$ cat src/rtl/hazard_ctrl_mc.sv
// Pipeline hazard controller: multi-cycle load-use stalls, store-data exemption,
// branch flush, memory-busy freeze and a saturating stall-cycle counter.
module hazard_ctrl_mc #(
    parameter int REG_AW    = 5,
    parameter int MEM_LAT   = 2,
    parameter int STORE_FWD = 1,
    parameter int CNT_W     = 16
) (
    input  logic              clk,
    input  logic              rst_n,
    input  logic [REG_AW-1:0] i_id_rs1,
    input  logic [REG_AW-1:0] i_id_rs2,
    input  logic              i_id_use_rs1,
    input  logic              i_id_use_rs2,
    input  logic              i_id_is_store,
    input  logic [REG_AW-1:0] i_ex_rd,
    input  logic              i_ex_mem_read,
    input  logic              i_ex_branch_tkn,
    input  logic              i_mem_busy,
    output logic              o_pc_write,
    output logic              o_if_id_write,
    output logic              o_id_ex_bubble,
    output logic              o_if_id_flush,
    output logic [CNT_W-1:0]  o_stall_cycles
);

    localparam int CW = (MEM_LAT < 1) ? 1 : $clog2(MEM_LAT + 1);

    localparam logic [0:0] S_IDLE  = 1'b0;
    localparam logic [0:0] S_STALL = 1'b1;

    logic [0:0]       r_state;
    logic [0:0]       w_state_nxt;
    logic [CW-1:0]    r_cnt;
    logic [CW-1:0]    w_cnt_nxt;
    logic [CNT_W-1:0] r_stall_cycles;

    logic          w_h1;
    logic          w_h2;
    logic          w_haz;
    logic          w_rs2_only;
    logic          w_sub;
    logic [CW-1:0] w_need;

    logic w_pc_write;
    logic w_if_id_write;
    logic w_bubble;
    logic w_flush;

    assign w_h1       = i_id_use_rs1 && (i_id_rs1 == i_ex_rd);
    assign w_h2       = i_id_use_rs2 && (i_id_rs2 == i_ex_rd);
    assign w_haz      = i_ex_mem_read && (i_ex_rd != '0) && (w_h1 || w_h2);
    assign w_rs2_only = w_h2 && !w_h1 && i_id_is_store;
    // Store data is forwarded at MEM, so a data-only dependency waits one cycle less.
    assign w_sub      = (STORE_FWD != 0) && w_rs2_only;
    assign w_need     = CW'(MEM_LAT) - CW'(w_sub);

    always_comb begin
        w_pc_write    = 1'b1;
        w_if_id_write = 1'b1;
        w_bubble      = 1'b0;
        w_flush       = 1'b0;
        w_state_nxt   = r_state;
        w_cnt_nxt     = r_cnt;
        if (i_mem_busy) begin
            w_pc_write    = 1'b0;
            w_if_id_write = 1'b0;
        end else if (i_ex_branch_tkn) begin
            w_flush     = 1'b1;
            w_bubble    = 1'b1;
            w_state_nxt = S_IDLE;
            w_cnt_nxt   = '0;
        end else if (r_state == S_STALL) begin
            w_pc_write    = 1'b0;
            w_if_id_write = 1'b0;
            w_bubble      = 1'b1;
            w_cnt_nxt     = r_cnt - CW'(1);
            if (r_cnt <= CW'(1)) begin
                w_state_nxt = S_IDLE;
            end
        end else if (w_haz && (w_need != '0)) begin
            w_pc_write    = 1'b0;
            w_if_id_write = 1'b0;
            w_bubble      = 1'b1;
            if (w_need > CW'(1)) begin
                w_state_nxt = S_STALL;
                w_cnt_nxt   = w_need - CW'(1);
            end
        end
    end

    always_ff @(posedge clk or negedge rst_n) begin
        if (!rst_n) begin
            r_state <= S_IDLE;
            r_cnt   <= '0;
        end else begin
            r_state <= w_state_nxt;
            r_cnt   <= w_cnt_nxt;
        end
    end

    always_ff @(posedge clk or negedge rst_n) begin
        if (!rst_n) begin
            r_stall_cycles <= '0;
        end else if (!w_pc_write && (r_stall_cycles != '1)) begin
            r_stall_cycles <= r_stall_cycles + CNT_W'(1);
        end
    end

    // Reset overrides the Mealy outputs combinationally so the pipe holds immediately.
    assign o_pc_write     = rst_n && w_pc_write;
    assign o_if_id_write  = rst_n && w_if_id_write;
    assign o_id_ex_bubble = !rst_n || w_bubble;
    assign o_if_id_flush  = rst_n && w_flush;
    assign o_stall_cycles = r_stall_cycles;

endmodule

$ cat config.mk
export PLATFORM = sky130hd
export DESIGN_NAME = hazard_ctrl_mc
export DESIGN_NICKNAME = d
export VERILOG_FILES = /design/src/rtl/hazard_ctrl_mc.sv
export SDC_FILE = /design/constraint.sdc
export NUM_CORES = 1
export LEC_CHECK = 0
export CAP_MARGIN = 20
export CORE_MARGIN = 4
export CORE_UTILIZATION = 35
export CTS_CLUSTER_DIAMETER = 120
export DETAILED_ROUTE_END_ITERATION = 16
export DONT_BUFFER_PORTS = 1
export HOLD_SLACK_MARGIN = 0.08
export PLACE_DENSITY_LB_ADDON = 0.12
export SKIP_CTS_REPAIR_TIMING = 1
export SYNTH_ARGS = -nofsm -noshare
export SYNTH_HDL_FRONTEND = slang
export SYNTH_SLANG_ARGS = --single-unit
export TNS_END_PERCENT = 5
$ cat constraint.sdc
create_clock -name clk -period 2.9 [get_ports clk]
set_clock_uncertainty 0.2 [all_clocks]
set_input_delay 0.435 -clock clk [delete_from_list [all_inputs] [get_ports clk]]
set_output_delay 0.435 -clock clk [all_outputs]
set_load 0.05 [all_outputs]
==> impl_metrics.json, run 1 <==
{
  "status": "finished, final reports clean",
  "ant_nets": 0,
  "dp_slack_ns": 0.3642,
  "synth_edf_count": 0,
  "path_clk_slew_ns": 0.11,
  "synth_nets": 132,
  "clockBufferDepth": 2,
  "synth_seq_cells": 19,
  "die_h_um": 64.28,
  "final_common_cell": "dfrtp_1",
  "final_util_pct": 42.54,
  "avgSynthCellArea_um2": 10.36,
  "p_leak_nw": 0.5392,
  "routed_wl_um": 2308,
  "fp.dieW_um": 64.28,
  "final-setup-viol-count": 0,
  "instances_no_fill": 167,
  "start_util_pct": 36.31,
  "cts-root-buf": "clkbuf_4",
  "synth_flop_cell": "dfrtp_1",
  "nFillCells": 322,
  "dp_hpwl_um": 1738,
  "yosys.area.top_type_share_pct": 42.89,
  "diodes": 0,
  "crit_fanout": 3,
  "peakVddDrop_mv": 0.4523,
  "worstSetupPathType": "in2out",
  "die_area_um2": 4132,
  "fin_nets": 149,
  "relSlewSlack_pct": 41.93,
  "worstHoldPathType": "in2reg",
  "placedCellCount": 160,
  "fin_area_um2": 1299,
  "grt_pass1_wl_um": 3981,
  "fp.coreArea_um2": 3053,
  "port_buffers": 0,
  "cts.sinks": 19,
  "final.setup.worst_slack_ns": 0.3704,
  "wl_per_cell_um": 13.82,
  "hold_ws_ns": 0.1711,
  "rsz0062_at_grt": "false",
  "synth_top_area_cell": "dfrtp_1",
  "yosysSeqAreaShare_pct": 42.89,
  "max_freq_ghz": 0.3953,
  "antenna_found_initial": 0,
  "synthTopCellsByArea": "dfrtp_1, xnor2_1, xor2_1",
  "endpoint_kind": "primary output",
  "gp_congestion": 0.8547,
  "vias": 836,
  "vias_per_cell": 5.006,
  "drc_errors": 0,
  "finalHoldViolCount": 0,
  "fin_crit_sh_pct": 87.23,
  "yosysWarnings": 0,
  "drt_iter0_drc": 34,
  "slew_viol_final": 0,
  "grt_util_all_layers_pct": 12.02,
  "p_total_mw": 0.9328,
  "most-common-layout-cells": "dfrtp_1, xnor2_1, buf_4",
  "tritoncts": "built",
  "drtPass1Iterations": 4,
  "totalNegativeSetupSlack_ns": 0,
  "crit_required_ns": 2.27,
  "cts_buffers": 3,
  "place_area_um2": 1242,
  "synth_cells": 107,
  "p_per_area_nw_per_um2": 718.3,
  "grt_start_max_net_pins": 23,
  "cp-startpoint": "i_ex_rd[1]",
  "max_slew.worst_pin.slew_ns": 0.8681,
  "ios": 43,
  "critPathLaunchType": "input port",
  "htreeDepth": 1,
  "gr-total-overflow": 0,
  "async_flop_share_pct": 100.0,
  "netlist_area_um2": 1109,
  "std_cell_rows": 20,
  "grt_pass1_vias": 868,
  "cp_data_arrival_time_ns": 1.89,
  "yosysUniqueCellTypes": 33,
  "drv_cap": 0,
  "drive_gt1_share_pct": 17.89,
  "regToRegStartpoint": "o_stall_cycles[10]",
  "insertion_delay_ns": 0.29,
  "syn_to_final_growth_pct": 17.16,
  "min_from": "i_mem_busy",
  "finalCriticalPeriod_ns": 2.530
}
==> path summary, 6_finish.rpt <==
check                           depth (start not counted)  slack (ns)                 to
max in group asynchronous                               1        1.48  o_stall_cycles[5]
worst min-delay path                                    2        0.17           r_cnt[0]
worst max register to register                          6        0.57  o_stall_cycles[1]
worst min register to register                          1        0.38           r_cnt[0]
min in group asynchronous                               1        0.49           r_cnt[0]
worst max-delay path                                    6        0.37         o_pc_write
==> power by group <==
part           internal (mW)  switching [mW]
Combinational          0.144           0.309
Sequential             0.317          0.0258
Clock                 0.0535          0.0828
==> flip-flops by register name (all words and copies together) (netlist names) <==
signal          count
o_stall_cycles     16
r_cnt               2
r_state             1
==> worst max-delay path, stage by stage <==
cell	delay, ns
or4_1	0.51
o21ai_0	0.24
a21oi_2	0.08
o21bai_2	0.21
and3_1	0.24
buf_12	0.18
==> layout make-up <==
class / instances / area [um^2] / area share (%)
Sequential cell: 19 / 475.5 / 36.61
Multi-Input combinational cell: 83 / 601.8 / 46.34
Clock buffer: 4 / 26.28 / 2.023
Inverter: 2 / 7.507 / 0.5780
Timing Repair Buffer: 15 / 132.6 / 10.21
Tap cell: 44 / 55.05 / 4.239
==> Yosys cell counts (3+ instances only) <==
cell	count
a21oi_1	3
and3_1	6
dfrtp_1	19
nand2_1	9
nand3_1	9
nand4_1	3
nor2_1	4
o21ai_0	3
xnor2_1	16
xor2_1	7
==> metal layers <==
metal,part of all wire [%],vias to the layer above,track usage (%)
li1,-,409,-
met3,6.5,2,5.272
met1,45,405,14.94
met4,0.65,0,2.902
met5,0,-,0
met2,48,20,19.07
==> cells by family after synthesis <==
group           after synthesis  share of synthesized area, %
simple gates                 42                         21.45
xor+xnor                     24                         19.64
flops                        19                         42.89
compound gates               13                         8.917
buf+inv                       5                         2.822
mux                           2                         2.031
fa+ha+maj                     2                         2.257
Note: power is estimated with default switching activity, not from simulation.
==> inputs of run 2 (changes only) <==
==> constraint.sdc (replaced) <==
create_clock -name clk -period 2.9 [get_ports clk]
set_clock_uncertainty 0.2 [all_clocks]
set_input_delay 0.58 -clock clk [delete_from_list [all_inputs] [get_ports clk]]
set_output_delay 0.58 -clock clk [all_outputs]
set_load 0.05 [all_outputs]
==> run 2 against run 1 <==
Hold slack lost 0.011 ns. Fmax shrank 8.3%. Clock power is essentially flat.
==> impl_metrics.json, run 2 (same netlist as run 1, synthesis figures left out) <==
{
  "worstSetupPathType": "in2out",
  "ios": 43,
  "port_buffers": 0,
  "vias_per_cell": 5.006,
  "drt_iter0_drc": 41,
  "crit_fanout": 3,
  "gr-total-overflow": 0,
  "p_per_area_nw_per_um2": 697.1,
  "peakVddDrop_mv": 0.5237,
  "drc_errors": 0,
  "max_slew.worst_pin.slew_ns": 0.8616,
  "grt_start_max_net_pins": 23,
  "start_util_pct": 36.31,
  "cp_data_arrival_time_ns": 1.98,
  "crit_required_ns": 2.12,
  "relSlewSlack_pct": 42.37,
  "die_area_um2": 4132,
  "tritoncts": "built",
  "fp.coreArea_um2": 3053,
  "min_from": "i_mem_busy",
  "grt_pass1_vias": 927,
  "hold_ws_ns": 0.1602,
  "antenna_found_initial": 0,
  "reg2reg_depth": 7,
  "fin_area_um2": 1336,
  "pwr-share-clk_pct": 14.8,
  "max_freq_ghz": 0.3626,
  "fin_crit_sh_pct": 95.10,
  "syn_to_final_growth_pct": 20.54,
  "swShare_pct": 44.56,
  "largest_reg_flops": 16,
  "place_area_um2": 1300,
  "cts-root-buf": "clkbuf_4",
  "fin_nets": 153,
  "insertion_delay_ns": 0.30,
  "regToRegStartpoint": "o_stall_cycles[10]",
  "finalHoldViolCount": 0,
  "rsz0062_at_grt": "false",
  "timing.rr.end": "o_stall_cycles[1]",
  "die_h_um": 64.28,
  "hold_end": "r_state",
  "final_common_cell": "dfrtp_1",
  "status": "finished, final reports clean",
  "grt_pass1_wl_um": 4167,
  "reg2reg_slack_ns": 0.68,
  "endpoint_kind": "primary output",
  "cts_buffers": 3,
  "power.switching_mw": 0.4151,
  "gp_congestion": 0.8266,
  "fp.dieW_um": 64.28,
  "final-setup-viol-count": 0,
  "grt_util_all_layers_pct": 12.79,
  "finalCriticalPeriod_ns": 2.758,
  "drive_gt1_share_pct": 22.05,
  "cts.sinks": 19,
  "p_leak_nw": 0.5662,
  "routed_wl_um": 2356,
  "drv_cap": 0,
  "drtPass1Iterations": 4,
  "most-common-layout-cells": "dfrtp_1, xnor2_1, buf_4",
  "wl_per_cell_um": 13.78,
  "vias": 856,
  "htreeDepth": 1,
  "p_int_mw": 0.5164,
  "clockBufferDepth": 2,
  "dp_hpwl_um": 1810,
  "combPwrFrac_pct": 48.2,
  "hold_depth": 1,
  "pwr-share-seq_pct": 37.0,
  "worstHoldPathType": "in2reg",
  "critPathLaunchType": "input port",
  "std_cell_rows": 20,
  "slew_viol_final": 0,
  "ant_nets": 0,
  "diodes": 0,
  "path_clk_slew_ns": 0.11
}
run 2: cell count changes in the layout (fill, tap and decap cells not counted):
cell and change:
dlygate4sd3_1 -2, buf_4 +5, buf_12 +1
run 2: how the worst max path moves through the flow:
stage	from	endpoint	slack [ns]	cells past startpoint
after floorplan	i_ex_rd[1]	o_pc_write	-0.23	6
after global placement	i_ex_rd[1]	o_pc_write	0.17	6
after detailed placement	i_ex_rd[1]	o_if_id_write	0.16	6
after CTS	i_ex_rd[1]	o_if_id_write	0.15	6
after global routing	i_ex_rd[4]	o_pc_write	0.07	7
final	i_ex_rd[1]	o_if_id_write	0.14	6
run 2: stage by stage:
stage / worst slack (ns) / power, mW / TNS (ns) / util [%] / instances
floorplan: -0.2279 / 0.6814 / -0.2279 / - / 107
global placement: 0.1682 / 0.7925 / 0 / 42.58 / 166
detailed placement: 0.1623 / 0.7972 / 0 / 42.58 / 166
CTS: 0.1481 / 0.9397 / 0 / 43.44 / 170
global route: 0.07286 / 0.9952 / 0 / 43.77 / 171
finish: 0.1422 / 0.9315 / 0 / 43.77 / 171
run 2: cell type report:
type | count | area [um^2]
multi-input combinational | 83 | 601.8
clock buffer | 4 | 26.28
fill | 325 | 1717
sequential | 19 | 475.5
timing repair buffer | 19 | 170.2
tap | 44 | 55.05
inverter | 2 | 7.507
run 2: power by group through the flow:
stage	sequential, mW	combinational, mW	clock [mW]
final	0.345	0.449	0.138
after global routing	0.355	0.480	0.160
after CTS	0.346	0.447	0.146
after detailed placement	0.349	0.448	0
after global placement	0.349	0.443	0
after floorplan	0.555	0.126	0
run 2: layer usage:
layer  part of all wire, %  routed length [um]  track usage (%)  vias to the layer above
met4                   1.5                  36            4.749                        0
met1                    43                1002            15.07                      407
met5                     0                   0                0                        -
li1                      -                   -                -                      416
met3                   7.6                 178            5.272                        5
met2                    48                1139            20.75                       28
run 2: critical path, stage by stage:
cell and delay (ns):
or4_1 0.51, o21ai_0 0.26, a21oi_2 0.08, o21bai_2 0.15, and3_1 0.22, buf_12 0.18
==> edit 1 (config.mk and constraints of run 1) <==
The parameter `REG_AW` goes from 5 to 6.
--- a/src/rtl/hazard_ctrl_mc.sv
+++ b/src/rtl/hazard_ctrl_mc.sv
@@ -1,7 +1,7 @@
 // Pipeline hazard controller: multi-cycle load-use stalls, store-data exemption,
 // branch flush, memory-busy freeze and a saturating stall-cycle counter.
 module hazard_ctrl_mc #(
-    parameter int REG_AW    = 5,
+    parameter int REG_AW    = 6,
     parameter int MEM_LAT   = 2,
     parameter int STORE_FWD = 1,
     parameter int CNT_W     = 16
Ports: changed (resized i_ex_rd, i_id_rs1 and i_id_rs2); port bits go from 43 to 46. The function was not compared with the original's and may differ.
==> edit 1 against run 1 <==
Routed wire length is 15% higher; worst setup slack better by 0.091 ns; cell area is 12% higher; die area is 7.2% higher; largest cell class unchanged; power is 5.6% higher; count of clock-buffer cells in the layout stayed put; first-iteration DRC count is 15% higher; via count is 12% higher; hold slack worse by 0.020 ns; sequential cell count stayed put; non-clock buffer count is 7 higher; synthesized area is 8.2% higher; synthesized cell count is 10% higher.
==> edit 1: results (changes against run 1) <==
Mean Syn Cell Area -> 10.17 um^2 (-1.9%)
Global-route wire length before repair -> 4360 um (+9.5%)
Fraction of layout cells with a size suffix above 1 -> 0.2128 (+0.03390)
Worst slack, placed -> 0.4468 ns (+0.08256 ns)
Comb_multi_in -> 93 (+12%)
Routed wire length -> 2647 um (+15%)
Inverters, non-clock -> 3 (+1)
Worst setup margin -> 0.4614 ns (+0.09100 ns)
Worst-Margin Slew -> 0.8592 ns (-0.008925 ns)
Total number of vias -> 933 (+12%)
Critical Path Slowest Stage Cell -> o31a_4
Area occupied by multi-input gates -> 698.2 um^2 (+16%)
Run status -> complete, no violations
Worst reg2reg path endpoint -> o_stall_cycles[3]
R2r startpoint -> o_stall_cycles[0]
HPWL after DPL -> 2081 um (+20%)
Placed cell area -> 1388 um^2 (+12%)
Register-to-Register Path Depth -> 8 (+2)
Bufs w/o clock -> 22 (+7)
Post-synthesis sequential area ratio -> 0.3962 (-0.03265)
CP max stage delay -> 0.38 ns (-0.13 ns)
Commonest cells post-synth -> dfrtp_1 (19), xnor2_1 (13), xor2_1 (13)
Mux share of post-synthesis cell area -> 0.01877 (-0.001546)
Post-synthesis xor/xnor area fraction -> 0.1898 (-0.006607)
Finished Layout Cells -> 185 (+11%)
Critical path arrival -> 1.80 ns (-0.09 ns)
Peak VDD IR -> 371.2 uV (-18%)
Final non-clock buffer share -> 0.1291 (+0.02697)
Critical Path End -> o_pc_write
Lkg Pwr -> 0.6050 nW (+12%)
Top cells by area, synth -> dfrtp_1 (40%), xnor2_1 (9.5%), xor2_1 (9.5%)
Post-Syn Nets -> 146 (+11%)
Routability cong. -> 0.7435 (-13%)
GRT Util Overall -> 0.1269 (+0.006698)
Synth Area in Compound Gates -> 0.1001 (+0.01094)
CTS root buffer -> clkbuf_4
Post-Place Cells -> 177 (+11%)
Critical path origin -> i_id_rs2[3]
Final nets -> 170 (+14%)
Synth Area in Adders -> 0.02086 (-0.001718)
Fillcell total -> 320 (-0.62%)
## edit 1: power breakdown
group | switching (W) | internal (W) | total (W)
logic | 0.000339 | 0.000152 | 0.000491
clock network | 0.0000774 | 0.0000535 | 0.000131
registers | 0.0000398 | 0.000323 | 0.000363
## edit 1: layer usage
metal	GRT usage	wire, um
met2	0.2153	1363
met3	0.04553	145
met5	0	0
met4	0.02284	13
met1	0.1550	1124
## edit 1: worst min-delay path by stage
| stage | cells past startpoint | slack, ns | from | endpoint |
|---|---|---|---|---|
| after global routing | 2 | 0.15 | i_mem_busy | r_cnt[0] |
| after global placement | 0 | -0.06 | rst_n | r_state |
| final | 2 | 0.15 | i_mem_busy | r_cnt[0] |
| after floorplan | 0 | -0.06 | rst_n | o_stall_cycles[0] |
| after CTS | 0 | -0.39 | rst_n | r_cnt[1] |
| after detailed placement | 0 | -0.06 | rst_n | r_state |
==> edit 2 (flow settings as in run 1) <==
Made on the original files. Reset style: synchronous (`rst_n`), changed in 2 clocked blocks.
--- a/src/rtl/hazard_ctrl_mc.sv
+++ b/src/rtl/hazard_ctrl_mc.sv
@@ -89,7 +89,7 @@
         end
     end
 
-    always_ff @(posedge clk or negedge rst_n) begin
+    always_ff @(posedge clk) begin
         if (!rst_n) begin
             r_state <= S_IDLE;
             r_cnt   <= '0;
@@ -99,7 +99,7 @@
         end
     end
 
-    always_ff @(posedge clk or negedge rst_n) begin
+    always_ff @(posedge clk) begin
         if (!rst_n) begin
             r_stall_cycles <= '0;
         end else if (!w_pc_write && (r_stall_cycles != '1)) begin
Function: differs if rst_n is asserted again (counterexample within 4 cycles, from zero or initial values and one cycle with rst_n low); with rst_n held inactive, the same outputs for 10 cycles.
==> edit 2 against run 1 <==
Cell area grew 20%; final cell count rose by 37%; hold slack worse by 0.061 ns; sequential cell count stayed put; synthesized area rose by 23%; worst setup slack better by 0.067 ns; register-to-register slack improved by 0.11 ns; via count grew 44%; routed wire length rose by 38%; critical endpoint unchanged.
Power is not compared: it rests on default switching activity, and its combinational part moved more than twofold at a synthesized area within 25%.
==> edit 2: results (changes against run 1) <==
Cells after synthesis -> 164 (+53%)
Port Buffers -> 0 (unchanged)
Min-Delay Path Depth -> 1 (-1)
Iter 0 DRT Violations -> 39 (+15%)
Synth async-reset ratio -> 0 (-1.000)
Commonest cells post-synth -> nand2_1 (22), dfxtp_1 (19), mux2i_1 (14)
Reg-to-reg slack, setup -> 0.68 ns (+0.11 ns)
Total CTS buffers -> 3 (unchanged)
Critical path origin -> i_ex_rd[1]
Post-Syn Nets -> 189 (+43%)
Top cells by area, synth -> dfxtp_1 (28%), mux2i_1 (10%), nand2_1 (6.1%)
WHS Endpoint -> o_stall_cycles[12]
Clock Latency Late Sink -> 0.26 ns (-0.03 ns)
Combinational Power Share -> 0.146
Lkg Pwr -> 0.5460 nW
Largest net degree at the start of global routing -> 35 (+52%)
Global-route wire length before repair -> 5547 um (+39%)
Min-delay src -> rst_n
Vias/cell -> 5.263 (+5.1%)
Sum Neg Setup Slack -> 0 ns (unchanged)
Critical Path Slowest Stage Cell -> or4_1
Worst reg2reg path endpoint -> o_stall_cycles[15]
Distinct cells, synth -> 41 (+24%)
Antenna violations before repair -> 0 (unchanged)
CTS root buffer -> clkbuf_8
R2r startpoint -> o_stall_cycles[4]
Clock transition at path regs -> 0.08 ns (-0.03 ns)
Register-to-Register Path Depth -> 7 (+1)
Critical Path End -> o_pc_write
CP max stage delay -> 0.53 ns (+0.02 ns)
Routability cong. -> 0.7728 (-9.6%)
Slew HR -> 0.5441 (+0.1247)
Post-synthesis sequential area ratio -> 0.2797 (-0.1492)
Antenna Cells -> 0 (unchanged)
Final nets -> 206 (+38%)
Crit path max fanout -> 4 (+1)
Fraction of layout cells with a size suffix above 1 -> 0.2111 (+0.03225)
Main flop type after synthesis -> dfxtp_1
Vias in the first global route -> 1,173 (+35%)
Post-Place Cells -> 224 (+40%)
CTS H-Tree Depth -> 1 (unchanged)
Total number of vias -> 1,200 (+44%)
Total sequential power -> 0.000266 W
Routed wire length -> 3196 um (+38%)
HPWL after DPL -> 2533 um (+46%)
Placed cell area -> 1509 um^2 (+21%)
Run status -> complete, no violations
TritonRoute pass-1 iters -> 4 (unchanged)
PD cells -> 342.2 nW/um^2
GRT Util Overall -> 0.1347 (+0.01456)
-- edit 2: area by class of cell --
type / count / area [um^2]
fillers: 406 / 2161
multi-input cells: 133 / 894.6
flip-flops and latches: 19 / 380.4
repair buffers: 19 / 155.1
well taps: 48 / 60.06
clock buffers: 3 / 41.29
inverters: 5 / 18.77
clock inverters: 1 / 5.005
-- edit 2: metrics by stage --
| step | hold WS (ns) | total power [W] | utilization | worst slack, ns |
|---|---|---|---|---|
| global route | 0.1033 | 0.0005582 | 0.4185 | 0.3114 |
| global placement | 0.2632 | 0.0003484 | 0.4061 | 0.4344 |
| detailed placement | 0.2732 | 0.0003504 | 0.4061 | 0.4337 |
| floorplan | 0.2482 | 0.0003443 | - | 0.1396 |
| CTS | 0.1037 | 0.0005396 | 0.4185 | 0.4212 |
| finish | 0.1106 | 0.0005323 | 0.4185 | 0.4375 |
-- edit 2: cell families (layout without fill, tap and decap cells) --
family,count (synthesis),in the layout,synth area share
AOI/OAI and AO/OA,34,34,0.1803
xor gates and xnor gates,10,10,0.06440
adders and majority gates,2,2,0.01840
buffers and inverters,12,28,0.06256
DFF,19,19,0.2797
muxes,14,14,0.1030
and+or+nand+nor,73,73,0.2916
-- edit 2: per-layer routing --
| layer | wire [um] | vias up | GRT usage |
|---|---|---|---|
| li1 | - | 614 | - |
| met2 | 1545 | 28 | 0.2297 |
| met5 | 0 | - | 0 |
| met3 | 216 | 2 | 0.04029 |
| met4 | 24 | 0 | 0.03191 |
| met1 | 1411 | 556 | 0.1648 |
-- edit 2: worst register-to-register path, delay by kind of cell (launching register included) --
kind	cells	cell delay, ns
multiplexers	1	0.20
buffers and inverters	1	0.22
AND/OR/NAND/NOR	3	0.64
flip-flops	1	0.37
AO/OA/AOI/OAI	2	0.53
